### config.mk
export PLATFORM = sky130hd
export DESIGN_NAME = des_decrypt_iter_flat
export DESIGN_NICKNAME = d
export VERILOG_FILES = /design/src/rtl/des_pkg.sv /design/src/rtl/des_decrypt_iter_if.sv /design/src/rtl/des_f_function.sv /design/src/rtl/des_sbox.sv /design/src/rtl/des_decrypt_iter.sv /design/src/flat_wrapper.sv
export SDC_FILE = /design/constraint.sdc
export NUM_CORES = 1
export LEC_CHECK = 0
export BUFFER_PORTS_ARGS = -buffer_cell sky130_fd_sc_hd__buf_2
export CORE_ASPECT_RATIO = 0.6
export CORE_MARGIN = 2
export CORE_UTILIZATION = 51
export CTS_CLUSTER_SIZE = 14
export DETAILED_ROUTE_END_ITERATION = 12
export PLACE_DENSITY = 0.81
export SLEW_MARGIN = 20
export SYNTH_ARGS = -nofsm -noshare
export SYNTH_HDL_FRONTEND = slang
export SYNTH_SLANG_ARGS = --single-unit
### constraint.sdc
create_clock -name clk -period 3.2 [get_ports clk]
set_clock_uncertainty 0.15 [all_clocks]
set_input_delay 0.16 -clock clk [delete_from_list [all_inputs] [get_ports clk]]
set_output_delay 0.16 -clock clk [all_outputs]
set_load 0.02 [all_outputs]
### src/rtl/des_pkg.sv
// DES constants shared by the encrypt and decrypt datapaths: permutation tables,
// key shift schedule, S-box contents, FSM encoding and the table-driven permute helpers.
package des_pkg;

    typedef logic [1:0] des_state_t;
    localparam des_state_t ST_IDLE  = 2'd0;
    localparam des_state_t ST_ROUND = 2'd1;
    localparam des_state_t ST_DONE  = 2'd2;

    // Tables use DES numbering: entry j gives the 1-based source bit, bit 1 = MSB.
    localparam int IP_T [64] = '{58,50,42,34,26,18,10,2, 60,52,44,36,28,20,12,4,
                                 62,54,46,38,30,22,14,6, 64,56,48,40,32,24,16,8,
                                 57,49,41,33,25,17, 9,1, 59,51,43,35,27,19,11,3,
                                 61,53,45,37,29,21,13,5, 63,55,47,39,31,23,15,7};
    localparam int FP_T [64] = '{40,8,48,16,56,24,64,32, 39,7,47,15,55,23,63,31,
                                 38,6,46,14,54,22,62,30, 37,5,45,13,53,21,61,29,
                                 36,4,44,12,52,20,60,28, 35,3,43,11,51,19,59,27,
                                 34,2,42,10,50,18,58,26, 33,1,41, 9,49,17,57,25};
    localparam int E_T [48]  = '{32, 1, 2, 3, 4, 5,  4, 5, 6, 7, 8, 9,
                                  8, 9,10,11,12,13, 12,13,14,15,16,17,
                                 16,17,18,19,20,21, 20,21,22,23,24,25,
                                 24,25,26,27,28,29, 28,29,30,31,32, 1};
    localparam int P_T [32]  = '{16, 7,20,21,29,12,28,17,  1,15,23,26, 5,18,31,10,
                                  2, 8,24,14,32,27, 3, 9, 19,13,30, 6,22,11, 4,25};
    localparam int PC1_T [56] = '{57,49,41,33,25,17, 9,  1,58,50,42,34,26,18,
                                  10, 2,59,51,43,35,27, 19,11, 3,60,52,44,36,
                                  63,55,47,39,31,23,15,  7,62,54,46,38,30,22,
                                  14, 6,61,53,45,37,29, 21,13, 5,28,20,12, 4};
    localparam int PC2_T [48] = '{14,17,11,24, 1, 5,  3,28,15, 6,21,10,
                                  23,19,12, 4,26, 8, 16, 7,27,20,13, 2,
                                  41,52,31,37,47,55, 30,40,51,45,33,48,
                                  44,49,39,56,34,53, 46,42,50,36,29,32};

    // Left-rotation schedule of the encrypt key path; decryption walks it backwards.
    localparam int SHIFT_T [16] = '{1,1,2,2,2,2,2,2,1,2,2,2,2,2,2,1};

    // S1..S8, 64 nibbles each, row-major (row = outer bits, column = inner four).
    localparam logic [255:0] SBOX_T [8] = '{
        {64'hE4D12FB83A6C5907, 64'h0F74E2D1A6CB9538, 64'h41E8D62BFC973A50, 64'hFC8249175B3EA06D},
        {64'hF18E6B34972DC05A, 64'h3D47F28EC01A69B5, 64'h0E7BA4D158C6932F, 64'hD8A13F42B67C05E9},
        {64'hA09E63F51DC7B428, 64'hD709346A285ECBF1, 64'hD6498F30B12C5AE7, 64'h1AD069874FE3B52C},
        {64'h7DE3069A1285BC4F, 64'hD8B56F03472C1AE9, 64'hA690CB7DF13E5284, 64'h3F06A1D8945BC72E},
        {64'h2C417AB6853FD0E9, 64'hEB2C47D150FA3986, 64'h421BAD78F9C5630E, 64'hB8C71E2D6F09A453},
        {64'hC1AF92680D34E75B, 64'hAF427C9561DE0B38, 64'h9EF528C3704A1DB6, 64'h432C95FABE17608D},
        {64'h4B2EF08D3C975A61, 64'hD0B7491AE35C2F86, 64'h14BDC37EAF680592, 64'h6BD814A7950FE23C},
        {64'hD2846FB1A93E50C7, 64'h1FD8A374C56B0E92, 64'h7B419CE206ADF358, 64'h21E74A8DFC90356B}
    };

    function automatic logic [63:0] ip_perm(input logic [63:0] x);
        logic [63:0] y;
        y = '0;
        for (int j = 0; j < 64; j++) y[6'(63 - j)] = x[6'(64 - IP_T[j])];
        return y;
    endfunction

    function automatic logic [63:0] fp_perm(input logic [63:0] x);
        logic [63:0] y;
        y = '0;
        for (int j = 0; j < 64; j++) y[6'(63 - j)] = x[6'(64 - FP_T[j])];
        return y;
    endfunction

    function automatic logic [55:0] pc1_perm(input logic [63:0] x);
        logic [55:0] y;
        y = '0;
        for (int j = 0; j < 56; j++) y[6'(55 - j)] = x[6'(64 - PC1_T[j])];
        return y;
    endfunction

    function automatic logic [47:0] pc2_perm(input logic [55:0] x);
        logic [47:0] y;
        y = '0;
        for (int j = 0; j < 48; j++) y[6'(47 - j)] = x[6'(56 - PC2_T[j])];
        return y;
    endfunction

    function automatic logic [47:0] e_expand(input logic [31:0] x);
        logic [47:0] y;
        y = '0;
        for (int j = 0; j < 48; j++) y[6'(47 - j)] = x[5'(32 - E_T[j])];
        return y;
    endfunction

    function automatic logic [31:0] p_perm(input logic [31:0] x);
        logic [31:0] y;
        y = '0;
        for (int j = 0; j < 32; j++) y[5'(31 - j)] = x[5'(32 - P_T[j])];
        return y;
    endfunction

    function automatic logic [27:0] ror28(input logic [27:0] x, input int n);
        return (n == 2) ? {x[1:0], x[27:2]} : {x[0], x[27:1]};
    endfunction

    function automatic logic key_parity_ok(input logic [63:0] k);
        logic ok;
        ok = 1'b1;
        for (int b = 0; b < 8; b++) ok = ok & (^k[8*b +: 8]);
        return ok;
    endfunction

endpackage

### src/rtl/des_decrypt_iter_if.sv
// Request/response bundle of the DES decrypt engine: ciphertext+key in, plaintext+key_err out,
// each direction with its own valid/ready pair. master = producer/consumer, slave = engine.
interface des_decrypt_iter_if;
    logic        in_valid;
    logic        in_ready;
    logic [63:0] ciphertext;
    logic [63:0] key;
    logic        out_valid;
    logic        out_ready;
    logic [63:0] plaintext;
    logic        key_err;

    modport master (
        output in_valid, ciphertext, key, out_ready,
        input  in_ready, out_valid, plaintext, key_err
    );

    modport slave (
        input  in_valid, ciphertext, key, out_ready,
        output in_ready, out_valid, plaintext, key_err
    );
endinterface

### src/rtl/des_f_function.sv
// DES round function f(R, K): expansion, subkey XOR, S1..S8, P permutation.
// Purely combinational; shared between the encrypt and decrypt datapaths.
module des_f_function
    import des_pkg::*;
(
    input  logic [31:0] r_i,
    input  logic [47:0] k_i,
    output logic [31:0] f_o
);
    logic [47:0] e_xor;
    logic [31:0] s_out;

    assign e_xor = e_expand(r_i) ^ k_i;

    for (genvar g = 0; g < 8; g++) begin : g_sbox
        des_sbox #(.IDX(g)) u_sbox (
            .x_i (e_xor[47 - 6*g -: 6]),
            .y_o (s_out[31 - 4*g -: 4])
        );
    end

    assign f_o = p_perm(s_out);
endmodule

### src/rtl/des_sbox.sv
// One DES S-box selected by IDX (0 = S1); combinational 6-to-4 lookup.
module des_sbox
    import des_pkg::*;
#(
    parameter int IDX = 0
) (
    input  logic [5:0] x_i,
    output logic [3:0] y_o
);
    localparam logic [255:0] TBL = SBOX_T[IDX];

    logic [5:0] ent;

    assign ent = {x_i[5], x_i[0], x_i[4:1]};
    assign y_o = TBL[8'd255 - {ent, 2'b00} -: 4];
endmodule

### src/rtl/des_decrypt_iter.sv
// Iterative DES decryptor, one round per clock; DES_KEY_PARITY_EN adds a key parity check.
// Result 16 cycles after accept, held in DONE until out_ready; no new block accepted meanwhile.
module des_decrypt_iter
    import des_pkg::*;
(
    input  logic              clk,
    input  logic              rst_n,
    des_decrypt_iter_if.slave bus
);
    des_state_t  state_q, state_d;
    logic [4:0]  rnd_q, rnd_d;
    logic [31:0] l_q, l_d, r_q, r_d;
    logic [27:0] c_q, c_d, d_q, d_d;
    logic        in_ready_q, in_ready_d;
    logic        out_valid_q, out_valid_d;
    logic [63:0] plaintext_q, plaintext_d;
    logic        key_err_q, key_err_d;
    logic        par_err_q, par_err_d;
    logic        key_bad;
    logic [47:0] subkey;
    logic [31:0] f_out;
    logic [3:0]  shift_idx;

`ifdef DES_KEY_PARITY_EN
    assign key_bad = !key_parity_ok(bus.key);
`else
    assign key_bad = 1'b0;
`endif

    // Starting from PC-1 directly yields K16, since the 16 encrypt rotations total 28.
    assign subkey    = pc2_perm({c_q, d_q});
    assign shift_idx = 4'(5'd16 - rnd_q);

    des_f_function u_f (
        .r_i (r_q),
        .k_i (subkey),
        .f_o (f_out)
    );

    always_comb begin
        state_d     = state_q;
        rnd_d       = rnd_q;
        l_d         = l_q;
        r_d         = r_q;
        c_d         = c_q;
        d_d         = d_q;
        out_valid_d = out_valid_q;
        plaintext_d = plaintext_q;
        key_err_d   = key_err_q;
        par_err_d   = par_err_q;
        case (state_q)
            ST_IDLE: begin
                if (bus.in_valid && in_ready_q) begin
                    {l_d, r_d} = ip_perm(bus.ciphertext);
                    {c_d, d_d} = pc1_perm(bus.key);
                    rnd_d      = 5'd1;
                    par_err_d  = key_bad;
                    state_d    = ST_ROUND;
                end
            end
            ST_ROUND: begin
                l_d = r_q;
                r_d = l_q ^ f_out;
                if (rnd_q == 5'd16) begin
                    // Pre-output is R16||L16, i.e. the halves undo the last swap.
                    plaintext_d = par_err_q ? 64'd0 : fp_perm({l_q ^ f_out, r_q});
                    key_err_d   = par_err_q;
                    out_valid_d = 1'b1;
                    state_d     = ST_DONE;
                end else begin
                    rnd_d = rnd_q + 5'd1;
                    c_d   = ror28(c_q, SHIFT_T[shift_idx]);
                    d_d   = ror28(d_q, SHIFT_T[shift_idx]);
                end
            end
            ST_DONE: begin
                if (bus.out_ready) begin
                    out_valid_d = 1'b0;
                    state_d     = ST_IDLE;
                end
            end
            default: state_d = ST_IDLE;
        endcase
        in_ready_d = (state_d == ST_IDLE);
    end

    always_ff @(posedge clk or negedge rst_n) begin
        if (!rst_n) begin
            state_q     <= ST_IDLE;
            rnd_q       <= '0;
            l_q         <= '0;
            r_q         <= '0;
            c_q         <= '0;
            d_q         <= '0;
            in_ready_q  <= 1'b0;
            out_valid_q <= 1'b0;
            plaintext_q <= '0;
            key_err_q   <= 1'b0;
            par_err_q   <= 1'b0;
        end else begin
            state_q     <= state_d;
            rnd_q       <= rnd_d;
            l_q         <= l_d;
            r_q         <= r_d;
            c_q         <= c_d;
            d_q         <= d_d;
            in_ready_q  <= in_ready_d;
            out_valid_q <= out_valid_d;
            plaintext_q <= plaintext_d;
            key_err_q   <= key_err_d;
            par_err_q   <= par_err_d;
        end
    end

    assign bus.in_ready  = in_ready_q;
    assign bus.out_valid = out_valid_q;
    assign bus.plaintext = plaintext_q;
    assign bus.key_err   = key_err_q;
endmodule

### src/flat_wrapper.sv
// flat-port wrapper written by rule: the top's interface ports become plain ports
module des_decrypt_iter_flat import des_pkg::*;
  (clk, rst_n, bus_in_valid, bus_ciphertext, bus_key, bus_out_ready, bus_in_ready, bus_out_valid, bus_plaintext, bus_key_err);
  des_decrypt_iter_if bus_i ();
  input  logic clk;
  input  logic rst_n;
  input wire logic [$bits(bus_i.in_valid)-1:0] bus_in_valid;
  input wire logic [$bits(bus_i.ciphertext)-1:0] bus_ciphertext;
  input wire logic [$bits(bus_i.key)-1:0] bus_key;
  input wire logic [$bits(bus_i.out_ready)-1:0] bus_out_ready;
  output wire logic [$bits(bus_i.in_ready)-1:0] bus_in_ready;
  output wire logic [$bits(bus_i.out_valid)-1:0] bus_out_valid;
  output wire logic [$bits(bus_i.plaintext)-1:0] bus_plaintext;
  output wire logic [$bits(bus_i.key_err)-1:0] bus_key_err;
  assign bus_i.in_valid = bus_in_valid;
  assign bus_i.ciphertext = bus_ciphertext;
  assign bus_i.key = bus_key;
  assign bus_i.out_ready = bus_out_ready;
  assign bus_in_ready = bus_i.in_ready;
  assign bus_out_valid = bus_i.out_valid;
  assign bus_plaintext = bus_i.plaintext;
  assign bus_key_err = bus_i.key_err;
  des_decrypt_iter u_core (.clk(clk), .rst_n(rst_n), .bus(bus_i));
endmodule
==> impl_metrics.ini, run 1 <==
[grt]
overflow = 0
grt_usage_pct = 23.68
antenna_found_initial = 0
grt_max_degree = 57
grt_pass1_vias = 4423
grt_pass1_wl_um = 22330

[hold_path]
min_path_cells = 4
hp-start = bus_ciphertext[1]
whs_endpoint = u_core.r_q[7]
hp-class = in -> reg

[synthesis]
synth_edf_count = 0
seq_area_frac_synth_pct = 38.90
netlist_area_um2 = 5660
synth_area_leaders = dfrtp_1 (39%), mux2i_1 (7.4%), buf_4 (7.0%), ha_1 (5.5%), nand2_1 (5.2%)
ys.flop_type = dfrtp_1
synth_top_area_share_pct = 38.90
synth_top_area_cell = dfrtp_1
ys_types = 57
yosys_register_bits = 88
ys.warnings.count = 0
async_reset_ff_share_pct = 100.0
synth_area_per_cell_um2 = 9.387
postSynthCellCount = 603

[finish]
final_cells = 805
fin_area_um2 = 6341
seqCellArea_um2 = 2202
layout-drive-gt1-share_pct = 16.52
multi_input_comb_area_um2 = 3053
nets = 818
n_fill_cell = 923
antenna_cells = 0
syn2layout_area_growth_pct = 12.02

[worst_setup_path]
r2r_start = u_core.d_q[22]
crit_chain = xor2_1 > ha_1 > mux4_2 > or2_1 > a21o_1 > a41oi_1 > o31ai_1
crit_path_max_fanout = 7
cp.depth = 7
crit_buf_inv = 0
cpMaxStageDelayCell = xor2_1
reg2reg_depth = 7
start_kind = register
crit_required_ns = 3.26
criticalPathCategory = reg -> reg
crit_family = XOR/XNOR gates
crit_path_end_kind = register
r2r_end = u_core.r_q[0]
critPathMaxStageDelay_ns = 0.56
arrival_ns = 2.94
reg2reg_slack_ns = 0.32

[placement]
gp_congestion = 0.8958
dp_cells = 770
portBuffers = 49
hpwl_um = 9529
dpl_cell_area_um2 = 5853

[drt]
ant_nets = 0
drtIter0Drc = 355
vias = 4451
post-route-drc-count = 0
firstDrtPassIters = 7
wl_um = 13580
post_drt_wl_per_cell_um = 16.87
vias_per_cell = 5.529

[sta]
finalSetupViolations = 0
hold_viol = 0
finalCriticalPeriod_ns = 2.879
timing.final.crit_share_pct = 89.97
timing.setup.tns_ns = 0
rsz0062_at_grt = false
drv_slew = 0
relSlewSlack_pct = 28.19
fmax_mhz = 347.4
worstMarginPinSlew_ns = 1.073

[clocking]
cts_sinks = 88
clockBufferDepth = 2
cts_made_buffers = 9
htree_levels = 3
postCtsResizedCells = 0
post-cts-setup-buffer-count = 0
clkLatencyLatePin_ns = 0.35
clk_pin_slew_ns = 0.06
cts_root_buf = clkbuf_16
cts_tree = built

[floorplanning]
die_area_um2 = 11990
chipHeight_um = 85.61
die_width_um = 140.0
core_um2 = 10700
initial_core_util_pct = 52.88
pin_count = 199
rows = 29

[pwr]
cellLeakagePower_nw = 3.162
ir_worst_vdd_mv = 0.6229
power.density_nw_per_um2 = 1157

[job]
maxCapViolCount = 0

[run_status]
status = complete, no violations
synthesized netlist by cell type (4+ instances only):
| cell type | count |
|---|---|
| o211ai_1 | 4 |
| dfrtp_1 | 88 |
| nor3_1 | 4 |
| xor2_1 | 13 |
| a31oi_1 | 11 |
| xnor2_1 | 15 |
| mux4_2 | 4 |
| nand2b_1 | 5 |
| clkbuf_1 | 23 |
| nand3_1 | 42 |
| nor2_1 | 33 |
| o21ai_0 | 34 |
| mux2_2 | 17 |
| nand2_1 | 79 |
| mux2i_1 | 42 |
| inv_1 | 19 |
| o31ai_1 | 4 |
| and3_1 | 15 |
| a21oi_1 | 17 |
| buf_4 | 53 |
| a22oi_1 | 4 |
| ha_1 | 25 |
where the power goes:
part | total (mW) | internal, mW | switching (mW) | leakage (nW)
Sequential | 2.07 | 1.56 | 0.503 | 1.13
Clock | 1.06 | 0.609 | 0.453 | 0.143
Combinational | 4.21 | 1.77 | 2.43 | 1.89
placed cells by master (no fill, tap or decap), types with 4 or more instances in the layout:
| master | instances |
|---|---|
| a21oi_1 | 17 |
| a22oi_1 | 4 |
| a31oi_1 | 11 |
| and3_1 | 15 |
| buf_2 | 48 |
| buf_4 | 15 |
| clkbuf_16 | 9 |
| conb_1 | 49 |
| dfrtp_1 | 88 |
| dlygate4sd3_1 | 19 |
| ha_1 | 25 |
| inv_1 | 19 |
| mux2_2 | 17 |
| mux2i_1 | 42 |
| mux4_2 | 4 |
| nand2_1 | 79 |
| nand2b_1 | 4 |
| nand3_1 | 42 |
| nor2_1 | 33 |
| nor3_1 | 4 |
| o211ai_1 | 4 |
| o21ai_0 | 34 |
| o31ai_1 | 4 |
| xnor2_1 | 15 |
| xor2_1 | 13 |
kinds of logic after synthesis:
| group | share of synthesized area (%) |
|---|---|
| compound gates | 11.14 |
| xor+xnor | 5.769 |
| fa+ha+maj | 5.526 |
| buf+inv | 10.79 |
| flops | 38.90 |
| mux | 12.40 |
| other cells | 0.06625 |
| simple gates | 15.41 |
worst max-delay path by stage:
| stage | start | to | slack (ns) |
|---|---|---|---|
| 4_1_cts | u_core.d_q[22] | u_core.r_q[0] | 0.39 |
| 2_1_floorplan | u_core.d_q[22] | u_core.r_q[0] | 0.57 |
| 6_report | u_core.d_q[22] | u_core.r_q[0] | 0.32 |
| 5_1_grt | u_core.d_q[23] | u_core.r_q[3] | 0.19 |
| 3_3_place_gp | u_core.d_q[22] | u_core.r_q[0] | 0.46 |
| 3_5_place_dp | u_core.d_q[22] | u_core.r_q[0] | 0.42 |
routing by layer:
layer | global-route usage, % | wire [µm] | vias up | part of all wire [%]
li1 | - | - | 2103 | -
met1 | 31.91 | 6035 | 2174 | 44
met2 | 37.21 | 6323 | 155 | 47
met3 | 7.594 | 1051 | 19 | 7.7
met4 | 6.795 | 171 | 0 | 1.3
met5 | 0 | 0 | - | 0
worst reg2reg max path: stages (launching register included):
cell and delay (ns):
dfrtp_1 0.41, xor2_1 0.56, ha_1 0.44, mux4_2 0.48, or2_1 0.24, a21o_1 0.16
a41oi_1 0.19, o31ai_1 0.10
state kept, by name, summed over array words and instances, names as in the netlist:
register,flops
u_core.d_q,28
u_core.r_q,20
u_core.bus.plaintext,16
u_core.l_q,15
u_core.rnd_q,5
u_core.state_q,2
u_core.bus.in_ready,1
u_core.bus.out_valid,1
stage by stage:
step / total power [mW] / worst slack (ns) / hold slack, ns / util (%)
5_1_grt: 7.897 / 0.1946 / 0.02429 / 59.24
6_report: 7.335 / 0.3211 / 0.01182 / 59.24
2_1_floorplan: 5.256 / 0.5679 / -0.2856 / -
4_1_cts: 7.310 / 0.3852 / 0.005053 / 59.24
3_5_place_dp: 6.191 / 0.4245 / 0.1058 / 54.68
3_3_place_gp: 5.890 / 0.4631 / 0.08485 / 54.68
area by class of cell:
type	count	share of cell area, %
Sequential cell	88	34.73
Inverter	19	1.125
Timing Repair Buffer	82	8.564
Clock buffer	10	3.611
Clock inverter	6	1.085
Multi-Input combinational cell	461	48.15
Tap cell	139	2.743
timing repair:
action	4_1_cts	5_1_grt
hold endpoints to repair	72	0
hold buffers	19	0
endpoints found under the setup margin	0	0
No activity file was read; power rests on OpenSTA's default activity.
==> inputs of run 2 (changes only) <==
CORE_UTILIZATION = 35   (was 51)
PLACE_DENSITY = unset   (was 0.81)
SYNTH_HIERARCHICAL = 1   (was unset)
==> run 2 against run 1 <==
Compared with the run above:
- maximum frequency shrank 0.71%
- critical path depth is 3 higher
- core utilization down 21 points
- clock power about the same
- worst hold slack worse by 0.0039 ns
- final area increased by 20%
- largest cell class unchanged
==> impl_metrics.ini, run 2 <==
[sta]
rsz0062_at_grt = false
finalSetupViolations = 0
final.setup.worst_slack_ns = 0.3004
relSlewSlack_pct = 49.14
worstMarginPinSlew_ns = 0.7630
finalCriticalPeriod_ns = 2.900
drv_slew = 0
timing.final.crit_share_pct = 90.61
hold_viol = 0
fmax_mhz = 344.9
timing.setup.tns_ns = 0

[floorplanning]
chipHeight_um = 113.6
die_area_um2 = 21190
core_um2 = 19820
rows = 40
die_width_um = 186.6
pin_count = 199
initial_core_util_pct = 35.32

[placement]
dpl_cell_area_um2 = 7098
post-place-ws_ns = 0.3487
gp_congestion = 0.8187
portBuffers = 49
hpwl_um = 10470

[worst_setup_path]
r2r_start = u_core/d_q[20]
critPathMaxStageDelay_ns = 0.44
crit_path_max_fanout = 6
crit_family = compound AO/OA/AOI/OAI gates
crit_required_ns = 3.31
start_kind = register
reg2reg_depth = 10
crit_buf_inv = 1
cpMostUsedCell = xor2_1
criticalPathCategory = reg -> reg
cpMaxStageDelayCell = dfrtp_1
reg2reg_slack_ns = 0.30
arrival_ns = 3.01
r2r_end = u_core/r_q[5]
crit_path_end_kind = register
crit_chain = xor2_1 > inv_1 > ha_1 > nor3_1 > a311oi_1 > mux2_2 > a211oi_1 > xor2_1 > nand2_1 > o21ai_0

[finish]
layout-drive-gt1-share_pct = 14.06
n_fill_cell = 2019
final_common_cell = dfrtp_1
nets = 967
reg_top3 = u_core/d_q (28), u_core/l_q (24), u_core/r_q (24)
antenna_cells = 0
syn2layout_area_growth_pct = 8.954
seqCellArea_um2 = 2527
final_cell_mix = dfrtp_1 (101), nand2_1 (95), conb_1 (69)
postLayoutCoreUtil_pct = 38.48
fin_area_um2 = 7627
largest_reg_flops = 28
regMostFlops = u_core/d_q
multi_input_comb_area_um2 = 3721

[synthesis]
postSynthCellCount = 778
synth_area_per_cell_um2 = 8.998
netlist_area_um2 = 7000
ys.warnings.count = 6

[drt]
post_drt_wl_per_cell_um = 13.80
vias = 5054
vias_per_cell = 4.662
wl_um = 14960
ant_nets = 0
firstDrtPassIters = 5
drtIter0Drc = 532
post-route-drc-count = 0

[run_status]
status = complete, no violations

[job]
maxCapViolCount = 0

[clocking]
cts_sinks = 101
clkLatencyLatePin_ns = 0.35
cts_tree = built
cts_root_buf = clkbuf_16
cts_made_buffers = 9
clockBufferDepth = 2
htree_levels = 3
clk_pin_slew_ns = 0.07

[grt]
grt_pass1_vias = 4585
overflow = 0
grt_usage_pct = 14.41
grt_pass1_wl_um = 24610
antenna_found_initial = 0
grt_max_degree = 60

[pwr]
ir_worst_vdd_mv = 0.6064
cellLeakagePower_nw = 3.773
finalPower_mw = 10.18
power.density_nw_per_um2 = 1334

[hold_path]
hp-start = bus_ciphertext[25]
hp-class = in -> reg
whs_endpoint = u_core/r_q[4]
min_path_cells = 3
[run 2: power by group]
| part | internal, mW | switching [mW] | leakage, nW |
|---|---|---|---|
| combinational | 2.82 | 3.75 | 2.38 |
| sequential | 1.90 | 0.629 | 1.25 |
| clock | 0.548 | 0.530 | 0.142 |
[run 2: metrics by stage]
stage | hold WS (ns) | instances
finish | 0.007891 | 1084
global route | 0.01029 | 1084
CTS | 0.004824 | 1084
detailed placement | 0.1195 | 1044
global placement | 0.1302 | 1044
floorplan | -0.2856 | 845
[run 2: how the worst max path moves through the flow]
stage	start	cells past startpoint	endpoint	slack [ns]
after detailed placement	u_core/d_q[20]	10	u_core/r_q[5]	0.35
after floorplan	u_core/r_q[4]	10	u_core/r_q[0]	0.34
after global routing	u_core/d_q[20]	10	u_core/r_q[5]	0.12
after global placement	u_core/d_q[20]	10	u_core/r_q[5]	0.33
after CTS	u_core/d_q[20]	10	u_core/r_q[5]	0.31
final	u_core/d_q[20]	10	u_core/r_q[5]	0.30
[run 2: repair_timing]
| item | 4_1_cts | 5_1_grt |
|---|---|---|
| buffers inserted | 0 | 0 |
| hold buffers | 24 | 0 |
| gates resized for setup | 0 | 0 |
| endpoints found under the hold margin | 80 | 0 |
| setup endpoints to repair | 0 | 0 |
[run 2: metal layers]
layer  up-vias  global-route usage [%]  part of all wire [%]
met5         -                       0                     0
li1       2540                       -                     -
met2       101                   19.75                    40
met1      2403                   23.04                    55
met4         0                   2.063                  0.55
met3        10                   3.231                   4.5
[run 2: final cells by class]
type                       count  area share (%)
clock buffer                   9           2.953
inverter                      22           1.083
timing repair buffer          95           8.727
multi-input combinational    577           48.79
clock inverter                 7          0.8366
sequential                   101           33.14
tap                          273           4.478
[run 2: worst register-to-register path, stage by stage (launching register included)]
cell and delay, ns:
dfrtp_1 0.44, xor2_1 0.33, inv_1 0.18, ha_1 0.39
nor3_1 0.16, a311oi_1 0.09, mux2_2 0.30, a211oi_1 0.40
xor2_1 0.20, nand2_1 0.06, o21ai_0 0.10
==> inputs of run 3 (changes only) <==
PLACE_DENSITY_LB_ADDON = 0.12   (was unset)
==> run 3 against run 2 <==
Compared with the run above:
- total power grew 2.4%
- setup slack gained 0.036 ns
- die area is the same
- register-to-register slack gained 0.04 ns
- first-iteration DRC count shrank 62%
- via count grew 0.51%
- cell count is the same
- wire length grew 6.2%
- critical path type unchanged
- worst hold slack gained 0.015 ns
- clock power grew 14%
- critical endpoint unchanged
==> impl_metrics.ini, run 3 (synthesized netlist as in run 2, its figures left out) <==
[worst_setup_path]
cpMaxStageDelayCell = dfrtp_1
start_kind = register
crit_path_end_kind = register
crit_path_max_fanout = 6
criticalPathCategory = reg -> reg
critPathMaxStageDelay_ns = 0.44
crit_buf_inv = 2
crit_family = XOR/XNOR gates
crit_required_ns = 3.32
crit_chain = xor2_1 > inv_1 > ha_1 > nor3_1 > a311oi_1 > mux2_2 > a211oi_1 > buf_4 > xor2_1 > nand2_1 > o21ai_0
arrival_ns = 2.99
cpMostUsedCell = xor2_1

[drt]
post-route-drc-count = 0
wl_um = 15880
firstDrtPassIters = 5
drtIter0Drc = 204
post_drt_wl_per_cell_um = 14.65
ant_nets = 0
vias_per_cell = 4.686
vias = 5080

[grt]
grt_pass1_vias = 4907
overflow = 0
grt_pass1_wl_um = 26150
grt_max_degree = 85
antenna_found_initial = 0
grt_usage_pct = 15.43

[pwr]
p_int_mw = 5.476
power.density_nw_per_um2 = 1354
ir_worst_vdd_mv = 0.6843
netSwitchingPower_mw = 4.942
finalPower_mw = 10.42
cellLeakagePower_nw = 3.794
clkPwrFrac_pct = 11.8
switching_share_pct = 47.44
power_frac_comb_pct = 63.7
p_seq_share_pct = 24.6

[finish]
final_cells = 1084
syn2layout_area_growth_pct = 9.902
final_common_cell = dfrtp_1
final_cell_mix = dfrtp_1 (101), nand2_1 (95), conb_1 (69)
largest_reg_flops = 28
layout-drive-gt1-share_pct = 13.81
regMostFlops = u_core/d_q
antenna_cells = 0
nets = 967
reg_top3 = u_core/d_q (28), u_core/l_q (24), u_core/r_q (24)

[floorplanning]
core_um2 = 19820
die_width_um = 186.6
pin_count = 199
rows = 40
initial_core_util_pct = 35.32
chipHeight_um = 113.6
die_area_um2 = 21190

[clocking]
clockBufferDepth = 2
htree_levels = 3
cts_sinks = 101
clkLatencyLatePin_ns = 0.36
cts_made_buffers = 9
clk_pin_slew_ns = 0.08
cts_root_buf = clkbuf_16
cts_tree = built

[sta]
drv_slew = 0
final.setup.worst_slack_ns = 0.3362
whs_ns = 0.02267
finalSetupViolations = 0
relSlewSlack_pct = 52.52
fmax_mhz = 349.2
finalCriticalPeriod_ns = 2.864
hold_viol = 0
worstMarginPinSlew_ns = 0.7122
timing.final.crit_share_pct = 89.49
rsz0062_at_grt = false

[placement]
portBuffers = 49
dp_cells = 1042
hpwl_um = 10980
gp_congestion = 0.7855
post-place-ws_ns = -0.005540

[hold_path]
hp-class = in -> reg

[job]
maxCapViolCount = 0

[run_status]
status = complete, no violations
## run 3: changes by cell type in the layout (fill, tap and decap cells not counted), moves of 2 or more
cell	previous run	this run
inv_8	3	0
buf_4	22	19
bufinv_16	0	2
dlygate4sd3_1	24	26
## run 3: path summary, 6_finish.rpt
check	start	endpoint	slack (ns)	depth (start not counted)
min	bus_key[11]	u_core/d_q[10]	0.02	3
max in group asynchronous	rst_n	u_core/r_q[13]	2.08	3
min in group asynchronous	rst_n	u_core/l_q[23]	0.07	2
max reg2reg	u_core/d_q[27]	u_core/r_q[5]	0.34	11
max	u_core/d_q[27]	u_core/r_q[5]	0.34	11
min reg2reg	u_core/bus.plaintext[25]	u_core/bus.plaintext[25]	0.34	1
## run 3: power groups by stage
stage,Clock [mW],Sequential (mW),Combinational [mW]
floorplan,0,2.44,5.63
global placement,0,2.55,6.42
detailed placement,0,2.58,6.59
CTS,1.26,2.56,6.64
global route,1.30,2.65,7.44
finish,1.23,2.56,6.63
## run 3: per-stage QoR
stage | cell area [µm²] | utilization [%] | setup TNS, ns
6_report | 7694 | 38.82 | 0
5_1_grt | 7694 | 38.82 | 0
4_1_cts | 7694 | 38.82 | 0
3_5_place_dp | 7096 | 35.80 | -0.009409
3_3_place_gp | 7096 | 35.80 | 0
2_1_floorplan | 7252 | - | 0
## run 3: per-layer routing
metal,wire [µm],GRT usage [%]
met4,57,2.434
met2,6554,22.11
met1,8724,23.98
met3,540,3.262
met5,0,0
## run 3: tightest hold or removal path: cells and delay by family
kind | cells | cell delay (ns)
buffers and inverters | 1 | 0.10
AO/OA/AOI/OAI | 2 | 0.20
## run 3: final cells by class
class | instances | area [µm²]
clock inverter | 6 | 93.84
inverter | 22 | 82.58
multi-input combinational | 577 | 3726
timing repair buffer | 95 | 683.2
clock buffer | 10 | 239.0
fill | 2007 | 12130
sequential | 101 | 2527
tap | 273 | 341.6
## run 3: repair_timing
| item | in CTS | in global routing |
|---|---|---|
| hold buffers | 26 | 0 |
| hold endpoints to repair | 127 | 0 |
| gates resized for setup | 1 | 0 |
| setup buffers | 0 | 0 |
| endpoints found under the setup margin | 12 | 0 |
